--- config.mk ---
export PLATFORM = sky130hd
export DESIGN_NAME = seg_scan_driver
export DESIGN_NICKNAME = d
export VERILOG_FILES = /design/src/rtl/seg_scan_driver.sv
export SDC_FILE = /design/constraint.sdc
export NUM_CORES = 1
export LEC_CHECK = 0
export CORE_MARGIN = 5
export CORE_UTILIZATION = 55
export DETAILED_ROUTE_END_ITERATION = 6
export PLACE_DENSITY = 0.77
export SLEW_MARGIN = 20
export SYNTH_ARGS = -nofsm -noshare
export SYNTH_HDL_FRONTEND = slang
export SYNTH_SLANG_ARGS = --single-unit
export TNS_END_PERCENT = 50
--- constraint.sdc ---
create_clock -name clk -period 2.2 [get_ports clk]
set_input_delay 0.44 -clock clk [delete_from_list [all_inputs] [get_ports clk]]
set_output_delay 0.44 -clock clk [all_outputs]
set_load 0.02 [all_outputs]
--- src/rtl/seg_scan_driver.sv ---
// Time-multiplexed driver for an N-digit common-anode 7-segment display.
// Glyph updates are double-buffered and committed only at frame boundaries.
module seg_scan_driver #(
    parameter int NUM_DIGITS   = 4,
    parameter int REFRESH_DIV  = 100000,
    parameter int BLINK_FRAMES = 64
) (
    input  logic                    clk,
    input  logic                    reset,
    input  logic                    load,
    input  logic [4*NUM_DIGITS-1:0] codes,
    input  logic [NUM_DIGITS-1:0]   dp_en,
    input  logic [NUM_DIGITS-1:0]   blink_en,
    input  logic [NUM_DIGITS-1:0]   digit_en,
    output logic [NUM_DIGITS-1:0]   anode,
    output logic [7:0]              cathode,
    output logic                    frame_tick
);

    localparam int PW = (REFRESH_DIV > 1) ? $clog2(REFRESH_DIV) : 1;
    localparam int IW = (NUM_DIGITS > 1) ? $clog2(NUM_DIGITS) : 1;
    localparam int BW = (BLINK_FRAMES > 1) ? $clog2(BLINK_FRAMES) : 1;

    localparam logic [PW-1:0] PRE_LAST = PW'(REFRESH_DIV - 1);
    localparam logic [PW-1:0] PRE_NEAR = PW'(REFRESH_DIV - 2);
    localparam logic [IW-1:0] IDX_LAST = IW'(NUM_DIGITS - 1);
    localparam logic [BW-1:0] BLK_LAST = BW'(BLINK_FRAMES - 1);

    logic [PW-1:0] r_presc;
    logic [IW-1:0] r_idx;
    logic [BW-1:0] r_blk_cnt;
    logic          r_blk_phase;
    logic          r_frame_tick;

    logic [NUM_DIGITS-1:0][3:0] r_disp_code;
    logic [NUM_DIGITS-1:0][3:0] r_pend_code;
    logic [NUM_DIGITS-1:0]      r_disp_dp;
    logic [NUM_DIGITS-1:0]      r_disp_blink;
    logic [NUM_DIGITS-1:0]      r_disp_en;
    logic [NUM_DIGITS-1:0]      r_pend_dp;
    logic [NUM_DIGITS-1:0]      r_pend_blink;
    logic [NUM_DIGITS-1:0]      r_pend_en;
    logic                       r_pend_flag;

    logic [NUM_DIGITS-1:0] r_anode;
    logic [7:0]            r_cathode;

    logic                  w_presc_term;
    logic                  w_frame_start;
    logic                  w_tick_next;
    logic [NUM_DIGITS-1:0] w_onehot;
    logic [3:0]            w_code;
    logic                  w_blank;
    logic [NUM_DIGITS-1:0] w_anode_next;
    logic [7:0]            w_cath_next;

    function automatic logic [6:0] glyph(input logic [3:0] c);
        glyph = '1;
        case (c)
            4'h0: glyph = 7'b0000001;
            4'h1: glyph = 7'b1001111;
            4'h2: glyph = 7'b0010010;
            4'h3: glyph = 7'b0000110;
            4'h4: glyph = 7'b1001100;
            4'h5: glyph = 7'b0100100;
            4'h6: glyph = 7'b0100000;
            4'h7: glyph = 7'b0001111;
            4'h8: glyph = 7'b0000000;
            4'h9: glyph = 7'b0000100;
            4'hA: glyph = 7'b0001001;
            4'hB: glyph = 7'b1111000;
            4'hC: glyph = 7'b1001110;
            4'hD: glyph = 7'b1000001;
            4'hE: glyph = 7'b1000100;
            4'hF: glyph = 7'b1111111;
        endcase
    endfunction

    assign w_presc_term  = (r_presc == PRE_LAST);
    assign w_frame_start = w_presc_term && (r_idx == IDX_LAST);
    // frame_tick is registered one cycle ahead so it is high during the wrap cycle
    assign w_tick_next   = (r_presc == PRE_NEAR) && (r_idx == IDX_LAST);

    always_ff @(posedge clk) begin
        if (reset) begin
            r_presc      <= '0;
            r_idx        <= '0;
            r_frame_tick <= 1'b0;
        end else begin
            r_frame_tick <= w_tick_next;
            if (w_presc_term) begin
                r_presc <= '0;
                r_idx   <= (r_idx == IDX_LAST) ? '0 : r_idx + 1'b1;
            end else begin
                r_presc <= r_presc + 1'b1;
            end
        end
    end

    always_ff @(posedge clk) begin
        if (reset) begin
            r_blk_cnt   <= '0;
            r_blk_phase <= 1'b0;
        end else if (w_frame_start) begin
            if (r_blk_cnt == BLK_LAST) begin
                r_blk_cnt   <= '0;
                r_blk_phase <= ~r_blk_phase;
            end else begin
                r_blk_cnt <= r_blk_cnt + 1'b1;
            end
        end
    end

    always_ff @(posedge clk) begin
        if (reset) begin
            r_disp_code  <= '1;
            r_disp_dp    <= '0;
            r_disp_blink <= '0;
            r_disp_en    <= '0;
            r_pend_code  <= '1;
            r_pend_dp    <= '0;
            r_pend_blink <= '0;
            r_pend_en    <= '0;
            r_pend_flag  <= 1'b0;
        end else if (w_frame_start) begin
            // A load landing on the frame boundary bypasses the pending buffer
            if (load) begin
                r_disp_code  <= codes;
                r_disp_dp    <= dp_en;
                r_disp_blink <= blink_en;
                r_disp_en    <= digit_en;
            end else if (r_pend_flag) begin
                r_disp_code  <= r_pend_code;
                r_disp_dp    <= r_pend_dp;
                r_disp_blink <= r_pend_blink;
                r_disp_en    <= r_pend_en;
            end
            r_pend_flag <= 1'b0;
        end else if (load) begin
            r_pend_code  <= codes;
            r_pend_dp    <= dp_en;
            r_pend_blink <= blink_en;
            r_pend_en    <= digit_en;
            r_pend_flag  <= 1'b1;
        end
    end

    always_comb begin
        w_onehot        = '0;
        w_onehot[r_idx] = 1'b1;
        w_code          = r_disp_code[r_idx];
        w_blank         = ~r_disp_en[r_idx] | (r_disp_blink[r_idx] & r_blk_phase);
        w_anode_next    = ~(w_onehot & r_disp_en);
        w_cath_next     = w_blank ? 8'hFF : {glyph(w_code), ~r_disp_dp[r_idx]};
    end

    always_ff @(posedge clk) begin
        if (reset) begin
            r_anode   <= '1;
            r_cathode <= 8'hFF;
        end else begin
            r_anode   <= w_anode_next;
            r_cathode <= w_cath_next;
        end
    end

    assign anode      = r_anode;
    assign cathode    = r_cathode;
    assign frame_tick = r_frame_tick;

endmodule

[Yosys cells after proc, flatten, opt, wreduce, memory -nomap -nowiden]
Memories as Yosys holds them, arrays and structs flattened. A register that Yosys moved wholly into a read port is not among the register bits.
Cells that the tools add are included.
Operators by class
  equal/unequal tests: 4
  $lt $le $gt $ge: 2
  bitwise gates (word level): 8
  reduce and logical (&&, ||, !) cells: 10
  $add $sub $neg: 3
  mux-type cells: 20
Operators by type and width (count)
  17-bit == test (second input constant): 2
  16-bit two-way mux: 2
  4-bit two-way mux: 7
  17-bit by 1-bit adder with 17-bit output (second input constant): 1
  4-bit binary-select mux with 2-bit select: 1
  6-bit by 1-bit adder with 6-bit output (second input constant): 1
  1-bit binary-select mux with 2-bit select: 3
  6-bit == test (second input constant): 1
  6-bit two-way mux: 1
  2-bit AND reduction: 3
  2-bit OR reduction: 3
  4-bit bitwise AND: 1
  1-bit two-way mux: 4
  1-bit inverter: 4
  4-bit inverter: 1
  1-bit logical AND: 3
  2-bit by 3-bit less-than comparator with 1-bit output (second input constant): 1
  2-bit by 1-bit adder with 2-bit output (second input constant): 1
  1-bit demux with 2-bit select: 1
  2-bit == test (second input constant): 1
  2-bit by 1-bit >= comparator with 1-bit output (second input constant): 1
  2-bit two-way mux: 1
  2-bit nonzero test: 1
  1-bit bitwise AND: 1
  1-bit bitwise OR: 1
Storage, ports and cells
  output and inout bits: 13
  input bits: 31
  register bits after elaboration: 96
  bits in read-only memories: 112
  memories: 1
Memories
  (name not given): depth 16, bits a word 7, rd ports 1, clocked after memory_dff 1, wr ports 0, line 59  | case (c)

[Depth between registers and ports, before layout]
  depth in word-level cells: 6
  depth in mapped cells: 9

[Worst setup path after synthesis]
OpenSTA, ideal clock, no wires.
  path kind: flip-flop to flip-flop
  from: register r_presc[0]
  to: register r_pend_blink[3]
  path slack: 284 ps
  cell stages (with the launch flop): 10
  buffers on the path: 4
  library setup time: 72 ps
  arrival time: 1845 ps
  data required time: 2128 ps
  period minus slack after synthesis: 1916 ps
  path through: dfxtp_1 ha_1 buf_2 and3_1 buf_4 and2_1 a21boi_1 buf_6 buf_6 mux2i_1
On the way
  longest elaborated chain between the ends: 4
Ends and longest elaborated chain
  start: declaration: line 29  | logic [PW-1:0] r_presc;
  start signal: assignment: line 95  | r_presc <= r_presc + 1'b1;
  17-bit == test: line 79  | assign w_presc_term = (r_presc == PRE_LAST);
  1-bit logical AND: line 80  | assign w_frame_start = w_presc_term && (r_idx == IDX_LAST);
  1-bit inverter (no source line)
  2-bit AND reduction (no source line)
  end signal: assignment: line 142  | r_pend_blink <= blink_en;
  end: declaration: line 41  | logic [NUM_DIGITS-1:0] r_pend_blink;
No other way between the ends.
A chain may end at the register's enable or synchronous reset.

[Worst setup path after layout]
  from: register r_idx[0]
  to: register r_disp_code[6] (netlist name)
On the way
  longest elaborated chain between the ends: 3
Ends and longest elaborated chain
  start: declaration: line 30  | logic [IW-1:0] r_idx;
  start signal: assignment: line 93  | r_idx <= (r_idx == IDX_LAST) ? '0 : r_idx + 1'b1;
  2-bit == test: line 80
  1-bit logical AND: line 80
  2-bit AND reduction (no source line)
  end signal: assignment: line 128  | r_disp_code <= codes;
  end signal: assignment: line 133  | r_disp_code <= r_pend_code;
  end: declaration: line 35  | logic [NUM_DIGITS-1:0][3:0] r_disp_code;
No other way between the ends.

==> out/results.txt <==
Measured along the x axis, the die boundary spans 102 um. The worst register-to-register path has a depth of 5. The tools report the worst hold endpoint as anode[0]. The tools report the maximum buffer depth of the clock tree as 2.

The largest individual stage delay along the critical path comes from the cell and3_4. The detailed-route vias per instance is 5.67. The number of DRC violations after detailed routing is 0, and the initial antenna violation count is 0. The tools report the number of different library cells in the post-synthesis netlist as 45. Later-pin clock latency in the skew report: 0.36 ns. After synthesis the netlist holds a flip-flop and latch count of 96. For the sum of net half-perimeters after detailed placement, the log shows 6620 um. VDD sags by at most 0.000375 V. The die covers 10400 um2. The logs give 0.893 for the routability-driven placement congestion ratio and 8220 um2 for the placeable core region.

The min-delay analysis places its worst path in the category in2reg. For the sequential group share of total power, the log shows 0.541. Walking the worst path, the cells encountered are buf_4 > ha_1 > nor2b_1 > and3_4 > mux2i_1.

The effective utilization at floorplan came out at 0.564. Summing over every cut layer, the via total after detailed routing is 3614. The proportion of layout cells with a drive suffix above 1 came out at 0.0827. The clock slew at the register clock pins of the worst setup and hold paths works out to 0.09 ns.

In this run the core area contains 33 standard-cell rows. The tools report the total global-route track usage as 0.193. The ratio of final minimum period to clock period was 0.881; the count of max-cap constraint violations was 0.

dfxtp_1 is the most common cell in the netlist. The leading area contributor after synthesis is dfxtp_1. For the pin with the worst max-slew slack, the measured transition is 0.417 ns. Area fraction of the dominant cell type after synthesis: 0.415.

The DRC violation total after the first TritonRoute iteration is 277, and the async set-or-reset flop fraction in the synthesized netlist is 0. Clock skew on the completed layout was measured at 0.0138 ns. The critical path starts at r_idx[0]. The sort of element at the start of the critical path was a register.

Setup repair after global routing left no endpoint under its margin. The synthesized netlist occupies a cell area of 4640 um2. The count of buffers added on input and output ports is 43. The tools report the clock root buffer master as clkbuf_8. The run gives 0 as the final number of max-transition violations. In the synthesized netlist, the number of instances is 498.

Clock tree synthesis inserted a total of 9 buffers. The worst hold path begins at reset. Counting I/O delays and the setup requirement, the final critical path takes 1.94 ns. For this run, the slowest stage of the critical path takes 0.49 ns.

In this run the static leakage power is 1.94 nW. For the worst setup path, the data required time is 2.49 ns. For this design, the CTS-stage hold fixing added 0 buffers. The first TritonRoute pass finished after 4 iterations. Global routing finished with a remaining overflow of 0.

The run gives 0 as the number of hold violations in the final report. CTS built an H-tree with a depth of 3. Setup total negative slack on the finished layout was measured at 0 ns.

Setup violations remaining at the end of the flow were counted as 0. For the total wire length, the log shows 9340 um. Dividing total power by cell area gives a power density of 624 nW/um2. The top-level port count is 44. The worst register-to-register path ends at r_disp_code[6]. In the synthesized netlist, the cells that appear most often are dfxtp_1 (96), nor2_1 (70), mux2i_1 (59). Synthesis produced a netlist with a net count of 543.

The first global-routing pass estimated 16000 um of wire. The completed layout was analyzed and its total power is 3.32 mW. The origin of the critical flop-to-flop path was r_idx[0]. The worst-case headroom to the max-slew limit is 0.722, and the internal cell power is 2.57 mW. The highest clock rate is 516 MHz.

The antenna violation net count after detailed routing was 0; the number of synthesis warnings was 0. The worst hold path passes through 3 cells. STA classifies the critical path endpoint as a register. Summed over all nets, the switching power comes to 0.751 mW. The average routed wire per standard cell was 14.7 um. The tools report the number of global-route vias before repair as 3546. The run finished with clean final reports. The logs give 90 for the largest net degree at the start of global routing and 0.385 for the relative contribution of the clock network to total power. The number of antenna diodes in the final layout is 0. Each instance of the synthesized netlist takes up on average 9.31 um2.

The run gives 0.415 as the part of the Yosys area used for sequential elements. Compared with the post-synthesis result, the final layout area differs by 14.8%. The critical path in this run is classified as reg2reg. The peak fanout along the critical path works out to 28. The most frequently used flop master after synthesis was dfxtp_1. The die span in y was 102 um; the setup slack of the worst register-to-register path was 0.26 ns. Data arrives at the worst endpoint at 2.23 ns.

The run gives 0.074 as the part of the total power dissipated in combinational logic. TritonCTS built the clock tree. The run gives 572 as the net count of the finished layout. Yosys mapped a number of flops with a built-in enable equal to 0. By area the synthesized netlist is led by dfxtp_1 (41%), mux2i_1 (13%), nor2_1 (5.7%), a211oi_1 (5.2%), ha_1 (3.8%). The switching power as a share of total power is 0.226.

For the number of clock sinks, the log shows 96.
==> worst max-delay path, delay by kind of cell, from the launching register on <==
kind	cells	cell delay (ns)
adder cells (fa/ha/maj)	1	0.24
buffers and inverters	1	0.22
flip-flops	1	0.44
multiplexers	1	0.24
AND/OR/NAND/NOR	2	0.72
==> metrics by stage <==
stage | setup WS (ns) | util | cells | area [um2] | hold WS, ns
after floorplan | 0.284 | - | 498 | 4640 | 0.370
after global placement | 0.276 | 0.621 | 621 | 5100 | 0.414
after detailed placement | 0.175 | 0.621 | 621 | 5100 | 0.420
after CTS | 0.150 | 0.648 | 637 | 5320 | 0.407
after global routing | 0.0860 | 0.648 | 637 | 5320 | 0.420
final | 0.262 | 0.648 | 637 | 5320 | 0.415
==> power by group through the flow <==
stage               registers, mW  logic (mW)  clock network [mW]
floorplan                    1.83       0.159                   0
global placement             1.84       0.241                   0
detailed placement           1.84       0.248                   0
CTS                          1.80       0.249                1.30
global route                 1.80       0.273                1.38
finish                       1.80       0.246                1.28
==> timing repair <==
action / 4_1_cts / 5_1_grt
endpoints found under the setup margin: 0 / 13
gates resized for setup: 0 / 1
buffers inserted: 0 / 0
==> worst max path at each step <==
stage / endpoint / slack, ns
2_1_floorplan: r_pend_blink[3] / 0.28
3_3_place_gp: cathode[3] / 0.28
3_5_place_dp: r_disp_code[3] / 0.18
4_1_cts: r_disp_code[2] / 0.15
5_1_grt: r_disp_code[2] / 0.09
6_report: r_disp_code[6] / 0.26
==> cell families (layout without fill, tap and decap cells) <==
family                   count (synthesis)  count (layout)  synth area share
buffers and inverters                   49              83            0.0575
AO/OA/AOI/OAI                           79              79             0.115
flip-flops                              96              96             0.415
adder cells (fa/ha/maj)                 14              14            0.0378
multiplexers                            66              66             0.157
XOR/XNOR                                14              14            0.0265
AND/OR/NAND/NOR                        180             180             0.192
==> final cells by class <==
class	instances	area, um2
clock buffer	11	141
clock inverter	5	80.1
fill	702	2890
inverter	10	37.5
multi-input combinational	353	2460
sequential	96	1920
tap	105	131
timing repair buffer	57	551
==> cell usage in the layout (no fill, tap or decap), types with 3 or more instances in the layout <==
cell type,instances
and2_1,3
clkdlybuf4s50_1,41
and4_1,3
or4_1,5
dfxtp_1,95
o211ai_1,3
a31oi_1,12
mux4_2,5
ha_1,14
nand2_1,36
o21ai_0,9
xor2_1,5
a211oi_1,32
a21oi_1,11
o31ai_1,5
xnor2_1,9
nor2_1,70
nor3_1,4
mux2i_1,59
buf_4,12
nor4_1,4
and3_1,3
nor2b_1,19
inv_1,10
clkbuf_8,10
nand3_1,15
nand4_1,9
==> routing by layer <==
| layer | GRT usage | wire length [um] |
|---|---|---|
| met4 | 0.0869 | 126 |
| met2 | 0.309 | 4370 |
| met5 | 0 | 0 |
| met1 | 0.252 | 4400 |
| met3 | 0.0393 | 443 |
==> sequential cells by signal, summed over array words and instances, names as in the netlist <==
register and cells:
r_pend_blink 4, r_disp_blink 4, cathode 8, r_pend_dp 4, r_disp_dp 4, r_disp_code 16, r_pend_en 4, r_blk_cnt 6
r_pend_code 16, r_presc 17, r_idx 2, anode 4, r_disp_en 4, r_blk_phase 1, r_pend_flag 1, frame_tick 1
Note: power is estimated with default switching activity, not from simulation.
